===== src/rtl/mode_counter_pkg.sv =====
// Shared encodings for mode_counter: end-of-range modes and one-shot FSM states.
package mode_counter_pkg;

    localparam logic [1:0] MODE_WRAP    = 2'b00;
    localparam logic [1:0] MODE_SAT     = 2'b01;
    localparam logic [1:0] MODE_ONESHOT = 2'b10;
    localparam logic [1:0] MODE_RSVD    = 2'b11;

    localparam logic [1:0] ST_IDLE_ENC = 2'd0;
    localparam logic [1:0] ST_RUN_ENC  = 2'd1;
    localparam logic [1:0] ST_DONE_ENC = 2'd2;

    typedef enum logic [1:0] {
        ST_IDLE = ST_IDLE_ENC,
        ST_RUN  = ST_RUN_ENC,
        ST_DONE = ST_DONE_ENC
    } state_t;

endpackage : mode_counter_pkg


===== src/rtl/mode_counter_prescaler.sv =====
// Enable qualifier for mode_counter: emits one step per presc_div+1 enabled cycles.
module mode_counter_prescaler #(
    parameter int unsigned PRESCALE_W = 4
) (
    input  logic                  clk,
    input  logic                  rst,
    input  logic                  clr,
    input  logic                  enab,
    input  logic [PRESCALE_W-1:0] presc_div,
    output logic                  step
);

    logic [PRESCALE_W-1:0] div_cnt_q;
    logic [PRESCALE_W-1:0] div_cnt_d;
    logic                  tick;

    // >= keeps the divider from running away if presc_div is lowered mid-count.
    assign tick = enab && (div_cnt_q >= presc_div);
    assign step = tick;

    always_comb begin
        div_cnt_d = div_cnt_q;
        if (clr) begin
            div_cnt_d = '0;
        end else if (enab) begin
            if (tick) begin
                div_cnt_d = '0;
            end else begin
                div_cnt_d = div_cnt_q + PRESCALE_W'(1);
            end
        end
    end

    always_ff @(posedge clk) begin
        if (rst) begin
            div_cnt_q <= '0;
        end else begin
            div_cnt_q <= div_cnt_d;
        end
    end

endmodule : mode_counter_prescaler


===== src/rtl/mode_counter.sv =====
// Up/down counter with runtime bound and WRAP/SAT/ONESHOT end-of-range modes.
// Optional enable prescaler (presc_div port) is built when MODE_COUNTER_PRESCALE_EN is defined.
module mode_counter
    import mode_counter_pkg::*;
#(
    parameter int unsigned WIDTH      = 8,
    parameter int unsigned PRESCALE_W = 4
) (
    input  logic                  clk,
    input  logic                  rst,
    input  logic                  load,
    input  logic                  enab,
    input  logic                  up_dn,
    input  logic [1:0]            mode,
    input  logic [WIDTH-1:0]      cnt_in,
    input  logic [WIDTH-1:0]      max_val,
`ifdef MODE_COUNTER_PRESCALE_EN
    input  logic [PRESCALE_W-1:0] presc_div,
`endif
    output logic [WIDTH-1:0]      cnt_out,
    output logic                  tc,
    output logic                  done
);

    logic [WIDTH-1:0] cnt_q, cnt_d;
    logic             tc_q, tc_d;
    logic             done_q, done_d;
    state_t           state_q, state_d;

    logic             step;
    logic             is_oneshot;
    logic [WIDTH-1:0] bound;
    logic [WIDTH-1:0] cnt_inc;
    logic [WIDTH-1:0] cnt_dec;
    logic [WIDTH-1:0] cnt_os;

    // Zero-width parameters make no sense for either counter or prescaler.
    if (WIDTH < 1 || PRESCALE_W < 1) begin : g_illegal_params
    end

`ifdef MODE_COUNTER_PRESCALE_EN
    mode_counter_prescaler #(
        .PRESCALE_W (PRESCALE_W)
    ) u_prescaler (
        .clk       (clk),
        .rst       (rst),
        .clr       (load),
        .enab      (enab),
        .presc_div (presc_div),
        .step      (step)
    );
`else
    assign step = enab;
`endif

    assign is_oneshot = (mode == MODE_ONESHOT);
    assign bound      = up_dn ? max_val : '0;
    // Only used when cnt_q is strictly inside 0..max_val, so never overflows.
    assign cnt_inc    = cnt_q + WIDTH'(1);
    assign cnt_dec    = cnt_q - WIDTH'(1);
    assign cnt_os     = up_dn ? cnt_inc : cnt_dec;

    always_comb begin
        cnt_d   = cnt_q;
        tc_d    = 1'b0;
        done_d  = done_q;
        state_d = state_q;

        if (load) begin
            cnt_d = cnt_in;
            if (is_oneshot) begin
                state_d = ST_RUN;
                done_d  = 1'b0;
            end
        end else if (step && !(is_oneshot && state_q != ST_RUN)) begin
            if (cnt_q > max_val) begin
                cnt_d = max_val;
            end else begin
                case (mode)
                    MODE_SAT: begin
                        if (up_dn) begin
                            if (cnt_q != max_val) begin
                                cnt_d = cnt_inc;
                                tc_d  = (cnt_inc == max_val);
                            end
                        end else begin
                            if (cnt_q != '0) begin
                                cnt_d = cnt_dec;
                                tc_d  = (cnt_dec == '0);
                            end
                        end
                    end
                    MODE_ONESHOT: begin
                        if (cnt_q == bound) begin
                            state_d = ST_DONE;
                            tc_d    = 1'b1;
                            done_d  = 1'b1;
                        end else begin
                            cnt_d = cnt_os;
                            if (cnt_os == bound) begin
                                state_d = ST_DONE;
                                tc_d    = 1'b1;
                                done_d  = 1'b1;
                            end
                        end
                    end
                    default: begin
                        // WRAP and the reserved encoding
                        if (up_dn) begin
                            if (cnt_q == max_val) begin
                                cnt_d = '0;
                                tc_d  = 1'b1;
                            end else begin
                                cnt_d = cnt_inc;
                            end
                        end else begin
                            if (cnt_q == '0) begin
                                cnt_d = max_val;
                                tc_d  = 1'b1;
                            end else begin
                                cnt_d = cnt_dec;
                            end
                        end
                    end
                endcase
            end
        end

        if (!is_oneshot) begin
            state_d = ST_IDLE;
            done_d  = 1'b0;
        end
    end

    always_ff @(posedge clk) begin
        if (rst) begin
            cnt_q   <= '0;
            tc_q    <= 1'b0;
            done_q  <= 1'b0;
            state_q <= ST_IDLE;
        end else begin
            cnt_q   <= cnt_d;
            tc_q    <= tc_d;
            done_q  <= done_d;
            state_q <= state_d;
        end
    end

    assign cnt_out = cnt_q;
    assign tc      = tc_q;
    assign done    = done_q;

endmodule : mode_counter


===== config.mk =====
export PLATFORM = sky130hd
export DESIGN_NAME = mode_counter
export DESIGN_NICKNAME = d
export VERILOG_FILES = /design/src/rtl/mode_counter_pkg.sv /design/src/rtl/mode_counter_prescaler.sv /design/src/rtl/mode_counter.sv
export SDC_FILE = /design/constraint.sdc
export NUM_CORES = 1
export LEC_CHECK = 0
export BUFFER_PORTS_ARGS = -buffer_cell sky130_fd_sc_hd__buf_2
export CAP_MARGIN = 10
export CORE_UTILIZATION = 45
export DETAILED_ROUTE_END_ITERATION = 10
export PLACE_DENSITY = 0.71
export RECOVER_POWER = 25
export REMOVE_ABC_BUFFERS = 1
export SLEW_MARGIN = 20
export SYNTH_ARGS = -nofsm -noshare
export SYNTH_HDL_FRONTEND = slang
export SYNTH_SLANG_ARGS = --single-unit
export TNS_END_PERCENT = 20

===== constraint.sdc =====
create_clock -name clk -period 4.25 [get_ports clk]
set_input_delay 0.425 -clock clk [delete_from_list [all_inputs] [get_ports clk]]
set_output_delay 0.425 -clock clk [all_outputs]
set_load 0.05 [all_outputs]

# Word-level counts from Yosys, hierarchy flattened
# Index checks and enable logic that the tools add are counted.
# word_totals
register_bits,12
output_inout_bits,10
inputBits,23
wordCells,67
# op_classes
n_eq_ne,12
bitwise,3
order_cmp,1
n_addsub,2
n_mux,29
reduce_logical,15
# op_table
op,n
$mux W8,12
$eq A8 B8 Y1,4
$logic_not A8 Y1,2
$pmux W8 S2,1
$mux W1,13
$ne A5 B5 Y1 const B,2
$add A8 B1 Y8 const B,1
$gt A8 B8 Y1,1
$ne A8 B8 Y1,1
$reduce_bool A8 Y1,1
$sub A8 B1 Y8 const B,1
$reduce_and A3 Y1,2
$mux W2,2
$ne A4 B4 Y1 const B,1
$reduce_and A4 Y1,1
$reduce_bool A2 Y1,2
$reduce_or A4 Y1,1
$not A1 Y1,3
$reduce_bool A3 Y1,1
$reduce_or A3 Y1,1
$eq A2 B1 Y1 const B,1
$eq A2 B2 Y1 const B,1
$logic_and A1 B1 Y1,2
$ne A2 B1 Y1 const B,1
4 further kinds,4

# Logic depth before layout (Yosys ltp)
# Gate-level depths: netlist of run 1.
# logic_depth
ltp_word,8
depth_mapped,11

# Worst setup path after synthesis of run 1
# Ideal clock, no wire load.
# synth_timing
path_kind,reg2reg
startpoint,reg cnt_q[0] (netlist: cnt_out[0])
endpoint,reg cnt_q[7] (netlist: cnt_out[7])
arrival_ps,2866
path_stages_with_launch,12
path_buffers,2
setup_ps,86
setup_slack_ps,1297
period_less_slack_ps,2953
path_cell_list,dfxtp_1 > buf_2 > inv_1 > ha_1 > nand4_1 > or2_2 > nand2_1 > and2_1 > clkbuf_1 > nand2_1 > a221o_2 > a221oi_2
# synth_via
elab_chain_cells,7
word_cells_on_any_way,24
cone_classes,add/sub: 2; order compare: 1; eq/ne: 6; mux: 12; reduce/logical: 3
# synth_rtl
element,line,source
from (decl),mode_counter.sv:25,"logic [WIDTH-1:0] cnt_q, cnt_d;"
from (signal assigned),mode_counter.sv:142,cnt_q <= cnt_d;
"$sub A8 B1 Y8, or another cell as far along",mode_counter.sv:60,assign cnt_dec = cnt_q - WIDTH'(1);
$mux W8 (on tied branches),-,
$mux W8 (on tied branches),"mode_counter.sv:109, mode_counter.sv:81, mode_counter.sv:94",
$pmux W8 S2,mode_counter.sv:79,case (mode)
$mux W8,mode_counter.sv:76,if (cnt_q > max_val) begin
$mux W8,mode_counter.sv:75,end else if (step && !(is_oneshot && state_q != ST_RUN)) begin
$mux W8,mode_counter.sv:69,if (load) begin
# Parallel ways exist; a longest one is shown, timed or not. The select of a mux whose other input is x is not followed.
# A chain may end at the register's enable or synchronous reset.

# Final worst setup path of run 1
# layout_timing
startpoint,reg cnt_q[0] (netlist: cnt_out[0])
endpoint,reg cnt_q[6] (netlist: cnt_out[6])
# Same word-level chain as after synthesis.

==> results of run 1 <==
[placed cells by master, fill, tap and decap left out, types with 2 or more instances in the layout]
cell type / synthesis / layout
nand2_1: 17 / 17
nor2_1: 23 / 23
xnor2_1: 13 / 13
nor3_1: 5 / 5
or3_1: 2 / 2
dfxtp_1: 11 / 11
o31ai_1: 2 / 2
ha_1: 14 / 14
o22ai_1: 5 / 5
inv_1: 16 / 16
nor4_1: 2 / 2
a311oi_1: 2 / 2
a31oi_1: 7 / 7
or4_1: 2 / 2
a211oi_1: 4 / 4
a31o_2: 3 / 3
nand4_1: 5 / 5
a221oi_1: 4 / 4
o211ai_1: 3 / 3
buf_2: 7 / 27
a21oi_1: 12 / 12
clkbuf_1: 5 / 6
xor2_1: 7 / 7
a22oi_1: 3 / 3
o41ai_1: 6 / 6
nor2b_1: 3 / 3
o21ai_0: 14 / 14
nand4b_1: 2 / 2
clkbuf_8: 0 / 3
nand3_1: 11 / 11
mux2i_1: 3 / 3
nor3b_1: 2 / 2
nand2b_1: 5 / 5
[registers in the layout, summed over array words and instances (netlist names)]
signal,count
cnt_out,8
done,1
state_q,1
tc,1
[logic make-up (layout without fill, tap and decap cells)]
group	count (synthesis)	in the layout	share of synthesized area, %
muxes	3	3	1.641
adders and majority gates	14	14	9.569
AOI/OAI and AO/OA	75	75	29.67
DFF	11	11	12.03
buffers and inverters	37	54	10.46
and+or+nand+nor	89	89	26.18
xor gates and xnor gates	21	21	10.46
[worst min-delay path: stages]
cell and delay, ns:
buf_2 0.09, nor2_1 0.08, o41ai_1 0.06
[power by group]
| group | internal (mW) | switching [mW] | leakage [nW] |
|---|---|---|---|
| sequential | 0.114 | 0.0444 | 0.0907 |
| clock | 0.0657 | 0.0376 | 0.0228 |
| combinational | 0.124 | 0.196 | 0.672 |
[cells in the mapped netlist (all sizes together) (2+ instances only)]
| cell | instances |
|---|---|
| o31ai | 2 |
| nor2b | 3 |
| and4bb | 2 |
| nor4 | 3 |
| inv | 16 |
| clkbuf | 7 |
| or4 | 3 |
| a31oi | 7 |
| nand2b | 5 |
| a211oi | 4 |
| xor2 | 7 |
| o41ai | 7 |
| dfxtp | 11 |
| mux2i | 3 |
| or3 | 2 |
| o21ai | 14 |
| o22ai | 5 |
| a31o | 3 |
| ha | 14 |
| a221oi | 5 |
| nand4b | 2 |
| xnor2 | 14 |
| nor3b | 2 |
| nor2 | 23 |
| nand2 | 17 |
| nand3 | 11 |
| buf | 13 |
| nor3 | 5 |
| nand4 | 5 |
| o211ai | 3 |
| a22oi | 3 |
| a311oi | 2 |
| a21oi | 12 |
[how the worst max path moves through the flow]
stage          depth (start not counted)    endpoint       start
4_1_cts                                9  cnt_out[6]  cnt_out[0]
5_1_grt                                9  cnt_out[6]  cnt_out[0]
6_report                               9  cnt_out[6]  cnt_out[0]
2_1_floorplan                          9  cnt_out[6]  cnt_out[0]
3_5_place_dp                           9  cnt_out[6]  cnt_out[0]
3_3_place_gp                           9  cnt_out[6]  cnt_out[0]
[stage by stage]
step	power [mW]	hold WS, ns	instance area, um2
finish	0.5815	0.4658	1969
global route	0.6168	0.4801	1969
CTS	0.5768	0.4640	1976
detailed placement	0.4708	0.4667	1931
global placement	0.4709	0.4635	1931
floorplan	0.3790	0.4694	1703
[metal layers]
metal / vias up / track usage, %
met3: 10 / 1.897
li1: 966 / -
met5: - / 0
met1: 925 / 34.69
met2: 118 / 42.35
met4: 0 / 12.23
[area by class of cell]
cell class              instances  area share, %
clock buffers                   4          2.287
inverters                      17          3.240
repair buffers                 33          8.196
multi-input cells             202          72.05
well taps                      48          3.050
flip-flops and latches         11          11.18
==> impl_metrics.json, run 1 <==
{
  "status": "finished clean",
  "die-area_mm2": 0.004327,
  "vias": 2019,
  "criticalPathCategory": "flip-flop to flip-flop",
  "tightestPinTransition_ns": 0.7993,
  "path_cells": "inv_1 > ha_1 > nand4_1 > or2_2 > nand2_1 > nand2_1 > o41ai_4 > nor2_1 > a32o_1",
  "top_layer_used": "met4",
  "grt_pass1_vias": 1753,
  "rows": 22,
  "wl_per_cell_um": 16.79,
  "rsz0062_at_grt": "false",
  "preCtsSetupSlack_ns": 1.174,
  "synth_top_area_share_pct": 12.03,
  "slew_viol_final": 0,
  "synthToLayoutAreaGrowth_pct": 7.587,
  "clk_pin_slew_ns": 0.05,
  "holdBufCountCts": 0,
  "cp_slowest_cell": "o41ai_4",
  "netlist_area_mm2": 0.001831,
  "path_buf_inv": 1,
  "finalSetupViolCount": 0,
  "grt_pass1_wl_um": 8604,
  "max-slew-margin-rel_pct": 46.53,
  "fp.coreArea_mm2": 0.003771,
  "hold_viol": 0,
  "whs_path_depth": 3,
  "dp_cells": 311,
  "cts_num_sinks": 11,
  "path_common_cell": "nand2_1",
  "post_cts_resized": 0,
  "hold_class": "input port to flip-flop",
  "cts_max_level": 1,
  "syn_inst": 250,
  "ys_top_cells_by_area": "dfxtp_1, ha_1, xnor2_1",
  "holdCritStartpoint": "cnt_in[4]",
  "dr_wl_met3_um": 491,
  "cp.arrival_ns": 3.23,
  "yosys_warnings": 0,
  "ir_drop_mv": 0.2897,
  "critPathMaxStageDelay_ns": 0.76,
  "cp_top_family": "compound AO/OA/AOI/OAI gates",
  "vias_per_cell": 6.410,
  "fin_ws_ns": 1.148,
  "seq_area_um2": 220.2,
  "met2WireLength_um": 2429,
  "drc": 0,
  "nets": 305,
  "die_h_um": 65.78,
  "synth-seq-area-share_pct": 12.03,
  "fmax_mhz": 322.4,
  "synthArstFlopShare_pct": 0,
  "die_width_um": 65.78,
  "fin_util_pct": 52.22,
  "nFillCells": 370,
  "crit_path_end_kind": "flip-flop",
  "port_buffers": 32,
  "power_leakage_nw": 0.7854,
  "grt_usage_pct": 26.08,
  "finalCritPeriodShare_pct": 72.98,
  "synth_top_cell_by_area": "dfxtp_1",
  "cp_max_fo": 16,
  "fin_tns_setup_ns": 0,
  "drtPass1Iterations": 5,
  "wirelength_um": 5288,
  "postSynthAreaPerCell_um2": 7.322,
  "start_util_pct": 48.54,
  "cts_tree": "yes",
  "boundaryPins": 33,
  "drt-met1-wl_um": 2246,
  "grt_max_degree": 33,
  "root_buffer": "clkbuf_8",
  "reg2reg_from": "cnt_out[0]",
  "clock_latency_ns": 0.24,
  "multi_input_area_mm2": 0.001419,
  "globalplace.congestion": 1.013,
  "required_ns": 4.38,
  "final_cells": 315,
  "fin_crit_ns": 3.102,
  "cap_violations": 0,
  "post_cts.repair.setup_buffers": 0,
  "synth-edff-count": 0,
  "drive_gt1_share_pct": 16.10,
  "synth-seq-cells": 11,
  "yosys_most_used_dff": "dfxtp_1",
  "drt_iter0_drc": 140,
  "grt_overflow_total": 0,
  "worst_clock_skew_ns": 0.002326,
  "critPathLaunchType": "flip-flop",
  "n_antenna_cell": 0,
  "cts_buffers": 3,
  "hold_end": "cnt_out[4]",
  "rrSetupSlack_ns": 1.15,
  "cts_max_path_buffers": 2,
  "synth.distinct_cells": 57,
  "reg2reg_to": "cnt_out[6]",
  "p_per_area_mw_per_mm2": 295.3,
  "ant_nets": 0,
  "antenna_found_initial": 0,
  "dpl.hpwl_um": 3951,
  "rr_worst_depth": 9
}
Power figures use the tool's default switching activity.
==> inputs of run 2 (changes only) <==
PLACE_DENSITY = 0.73   (was 0.71)
clock period = 2.6 ns   (was 4.25 ns; I/O delays follow)
==> run 2 against run 1 <==
  * Sequential power increased by 38%
  * Design area increased by 8.4%
  * Largest power group unchanged
  * Clock skew decreased by 0.00066 ns
  * Largest cell class unchanged
  * Non-clock buffer count increased by 19
  * Fmax increased by 26%
  * Highest routed layer unchanged
  * First-iteration DRC count increased by 78%
  * Wire length increased by 10%
==> impl_metrics.json, run 2 (synthesis results as in run 1) <==
{
  "preCtsSetupSlack_ns": 0.1523,
  "rows": 22,
  "cts_num_sinks": 11,
  "vias": 2092,
  "whs_path_depth": 3,
  "cp.arrival_ns": 2.59,
  "status": "finished clean",
  "path_cells": "nand2b_1 > a41o_1 > a22oi_1 > or4_4 > o41ai_4 > buf_12 > nor2_1 > a32o_1",
  "fin_crit_ns": 2.457,
  "boundaryPins": 33,
  "cap_violations": 0,
  "grt_util_met2_pct": 48.47,
  "synthToLayoutAreaGrowth_pct": 16.61,
  "p_int_uw": 543.8,
  "drt_iter0_drc": 249,
  "hold_viol": 0,
  "die-area_mm2": 0.004327,
  "drtPass1Iterations": 5,
  "cp_slowest_cell": "or4_4",
  "n_antenna_cell": 0,
  "p_per_area_mw_per_mm2": 475.7,
  "grt_pass1_wl_um": 9701,
  "p_clk_share_pct": 16.6,
  "p_total_mw": 1.015,
  "clk_pin_slew_ns": 0.05,
  "power_leakage_nw": 0.8856,
  "crit_path_end_kind": "flip-flop",
  "holdCritStartpoint": "cnt_in[0]",
  "p_sw_uw": 471.5,
  "criticalPathCategory": "flip-flop to flip-flop",
  "antenna_found_initial": 0,
  "final_cell_mix": "buf_2, nor2_1, buf_4",
  "slew_viol_final": 0,
  "grt_max_degree": 22,
  "critPathLaunchType": "flip-flop",
  "rsz0062_at_grt": "false",
  "wl_per_cell_um": 17.43,
  "max-slew-margin-rel_pct": 60.57,
  "grt_usage_pct": 29.55,
  "hold_end": "cnt_out[0]",
  "clock_latency_ns": 0.24,
  "globalplace.congestion": 1.057,
  "power.share.combinational_pct": 61.9,
  "critPathMaxStageDelay_ns": 0.57,
  "p_sw_share_pct": 46.44,
  "reg2reg_to": "cnt_out[6]",
  "dpl.hpwl_um": 4589,
  "seqPwrFrac_pct": 21.5,
  "vias_per_cell": 6.263,
  "drc": 0,
  "nets": 324,
  "grt_pass1_vias": 1953,
  "post_cts.repair.setup_buffers": 0,
  "grt_overflow_total": 0,
  "cts_max_path_buffers": 2,
  "final_common_cell": "buf_2",
  "fmax_mhz": 407.0,
  "hold_class": "input port to flip-flop",
  "ant_nets": 0,
  "globalRouteMet1Util_pct": 39.42,
  "top_usage_layer": "met2",
  "ir_drop_mv": 0.3365,
  "cts_buffers": 3,
  "die_h_um": 65.78,
  "rr_worst_depth": 8,
  "port_buffers": 32,
  "tightestPinTransition_ns": 0.5941,
  "fin_tns_setup_ns": 0,
  "fin_ws_ns": 0.1430,
  "die_width_um": 65.78,
  "cts_tree": "yes",
  "reg2reg_from": "cnt_out[2]",
  "cts_max_level": 1,
  "finalCritPeriodShare_pct": 94.50,
  "worst_clock_skew_ns": 0.001663,
  "wirelength_um": 5820,
  "start_util_pct": 48.54,
  "finalSetupViolCount": 0,
  "required_ns": 2.73,
  "largest_register_ffs": 8,
  "hold_ws_ns": 0.3144,
  "cp_max_fo": 16,
  "drive_gt1_share_pct": 22.38,
  "rrSetupSlack_ns": 0.14,
  "root_buffer": "clkbuf_8",
  "grt_use_met3_pct": 2.931,
  "fp.coreArea_mm2": 0.003771
}
## run 2: cell types whose count changed in the layout (fill, tap and decap cells not counted), sizes merged
cell	change
buf	+19
## run 2: cell type report
cell class | instances | area (um2)
well taps | 48 | 60.06
multi-input cells | 202 | 1429
repair buffers | 52 | 316.6
fillers | 360 | 1637
clock buffers | 4 | 45.04
flip-flops and latches | 11 | 220.2
inverters | 17 | 63.81
## run 2: per-layer routing
layer / wire [um] / share of wire, %
met1: 2522 / 43
met4: 129 / 2.2
met3: 521 / 9.0
met2: 2645 / 45
met5: 0 / 0
## run 2: stage by stage
step	utilization [%]	cell area [um2]	instances
finish	56.60	2135	334
global route	56.60	2135	334
CTS	56.50	2131	334
detailed placement	55.31	2086	330
global placement	55.31	2086	330
floorplan	-	1703	230
## run 2: worst max-delay path, delay by kind of cell (launching register included)
kind,cells,cell delay [ns]
buf+inv,1,0.19
simple gates,3,0.81
flops,1,0.53
compound gates,4,0.81
## run 2: what timing repair did
action	in CTS	in global routing
endpoints found under the setup margin	0	3
hold buffers	0	0
resized for setup	0	2
## run 2: worst max-delay path by stage
stage	startpoint	endpoint	slack (ns)
3_5_place_dp	max_val[5]	cnt_out[6]	0.15
3_3_place_gp	cnt_out[1]	cnt_out[6]	0.16
2_1_floorplan	cnt_out[0]	cnt_out[6]	-0.45
6_report	cnt_out[2]	cnt_out[6]	0.14
5_1_grt	cnt_out[7]	cnt_out[2]	0.02
4_1_cts	cnt_out[7]	cnt_out[5]	0.16
## run 2: power groups by stage
| stage | Sequential (mW) | Combinational, mW | Clock, mW |
|---|---|---|---|
| 5_1_grt | 0.220 | 0.684 | 0.179 |
| 6_report | 0.218 | 0.628 | 0.169 |
| 4_1_cts | 0.217 | 0.616 | 0.174 |
| 2_1_floorplan | 0.296 | 0.323 | 0 |
| 3_5_place_dp | 0.220 | 0.613 | 0 |
| 3_3_place_gp | 0.219 | 0.614 | 0 |
==> inputs of run 3 (changes only) <==
CORE_MARGIN = 2   (was unset)
==> run 3 against run 2 <==
  * Worst setup slack lost 0.011 ns
  * Critical endpoint is now cnt_out[3]
  * Critical path depth grew 1
  * Highest routed layer unchanged
  * Clock power grew 7%
==> impl_metrics.json, run 3 (synthesis results as in run 1) <==
{
  "cts_num_sinks": 11,
  "hold_viol": 0,
  "globalplace.congestion": 1.002,
  "final_cells": 338,
  "grt_overflow_total": 0,
  "globalRouteMet1Util_pct": 38.12,
  "grt_pass1_wl_um": 9397,
  "grt_max_degree": 22,
  "finalCritPeriodShare_pct": 94.91,
  "final_common_cell": "buf_2",
  "drc": 0,
  "fin_crit_ns": 2.468,
  "wirelength_um": 5859,
  "fp.coreArea_mm2": 0.003971,
  "crit_start": "cnt_out[2]",
  "drt_iter0_drc": 221,
  "slew_viol_final": 0,
  "cap_violations": 0,
  "worst_clock_skew_ns": 0.003027,
  "grt_use_met3_pct": 6.167,
  "die-area_mm2": 0.004594,
  "rsz0062_at_grt": "false",
  "holdCritStartpoint": "cnt_in[4]",
  "synthToLayoutAreaGrowth_pct": 17.29,
  "wl_per_cell_um": 17.33,
  "ir_drop_mv": 0.3258,
  "cts_max_path_buffers": 2,
  "post_cts.repair.setup_buffers": 0,
  "p_per_area_mw_per_mm2": 474.4,
  "clock_latency_ns": 0.24,
  "finalSetupViolCount": 0,
  "p_total_mw": 1.019,
  "cp_max_fo": 16,
  "cp.arrival_ns": 2.60,
  "dp_cells": 334,
  "grt_util_met2_pct": 40.93,
  "critPathLaunchType": "flip-flop",
  "drtPass1Iterations": 4,
  "final_cell_mix": "buf_2, nor2_1, buf_4",
  "start_util_pct": 46.09,
  "cts_tree": "yes",
  "root_buffer": "clkbuf_8",
  "hold_ws_ns": 0.3028,
  "reg2reg_from": "cnt_out[2]",
  "port_buffers": 32,
  "drive_gt1_share_pct": 23.61,
  "fin_tns_setup_ns": 0,
  "tightestPinTransition_ns": 0.5947,
  "ant_nets": 0,
  "power_leakage_nw": 0.8986,
  "nets": 326,
  "die_h_um": 67.78,
  "dpl.hpwl_um": 4714,
  "crit_path_end_kind": "flip-flop",
  "max-slew-margin-rel_pct": 60.53,
  "grt_usage_pct": 27.29,
  "top_usage_layer": "met2",
  "n_antenna_cell": 0,
  "status": "finished clean",
  "cts_max_level": 1,
  "antenna_found_initial": 0,
  "largest_register_ffs": 8,
  "hold_class": "input port to flip-flop",
  "boundaryPins": 33,
  "fmax_mhz": 405.2,
  "clk_pin_slew_ns": 0.05,
  "vias": 2092,
  "criticalPathCategory": "flip-flop to flip-flop",
  "cts_buffers": 3,
  "rows": 23,
  "vias_per_cell": 6.189,
  "fin_util_pct": 54.06,
  "rr_worst_depth": 9,
  "required_ns": 2.73,
  "whs_path_depth": 3,
  "die_width_um": 67.78,
  "grt_pass1_vias": 1908
}
[run 3: stage by stage]
| step | instance area [um2] | setup slack [ns] |
|---|---|---|
| floorplan | 1703 | -0.4540 |
| global placement | 2103 | 0.09171 |
| detailed placement | 2103 | 0.03618 |
| CTS | 2150 | 0.03389 |
| global route | 2147 | 0.02297 |
| finish | 2147 | 0.1322 |
[run 3: cell type report]
| class | count | area, um2 |
|---|---|---|
| clock buffer | 3 | 41.29 |
| clock inverter | 1 | 5.005 |
| fill | 402 | 1824 |
| inverter | 17 | 63.81 |
| multi-input combinational | 202 | 1419 |
| sequential | 11 | 224.0 |
| tap | 50 | 62.56 |
| timing repair buffer | 54 | 331.6 |
[run 3: final timing paths]
check	slack [ns]	end
setup / recovery	0.13	cnt_out[3]
hold / removal	0.30	cnt_out[4]
setup reg to reg	0.13	cnt_out[3]
hold reg to reg	0.47	done
[run 3: what timing repair did]
item | in CTS | in global routing
hold buffers | 0 | 0
resized for setup | 0 | 3
endpoints found under the setup margin | 0 | 8
[run 3: power by group]
group | switching, mW | internal, mW | total (mW) | leakage, nW
Clock | 0.0737 | 0.106 | 0.180 | 0.0255
Sequential | 0.0339 | 0.187 | 0.221 | 0.0916
Combinational | 0.371 | 0.247 | 0.618 | 0.782
[run 3: routing by layer]
layer,vias up,part of all wire [%]
met5,-,0
met4,0,3.4
met3,17,11
met2,110,42
met1,950,43
li1,1015,-
[run 3: worst max-delay path, cell delays in order (launching register included)]
cell	delay [ns]
dfxtp_1	0.47
ha_1	0.30
nand4_1	0.16
nor2_1	0.09
buf_4	0.14
a31o_2	0.23
a32oi_1	0.26
o41ai_4	0.15
buf_12	0.17
o41ai_1	0.36
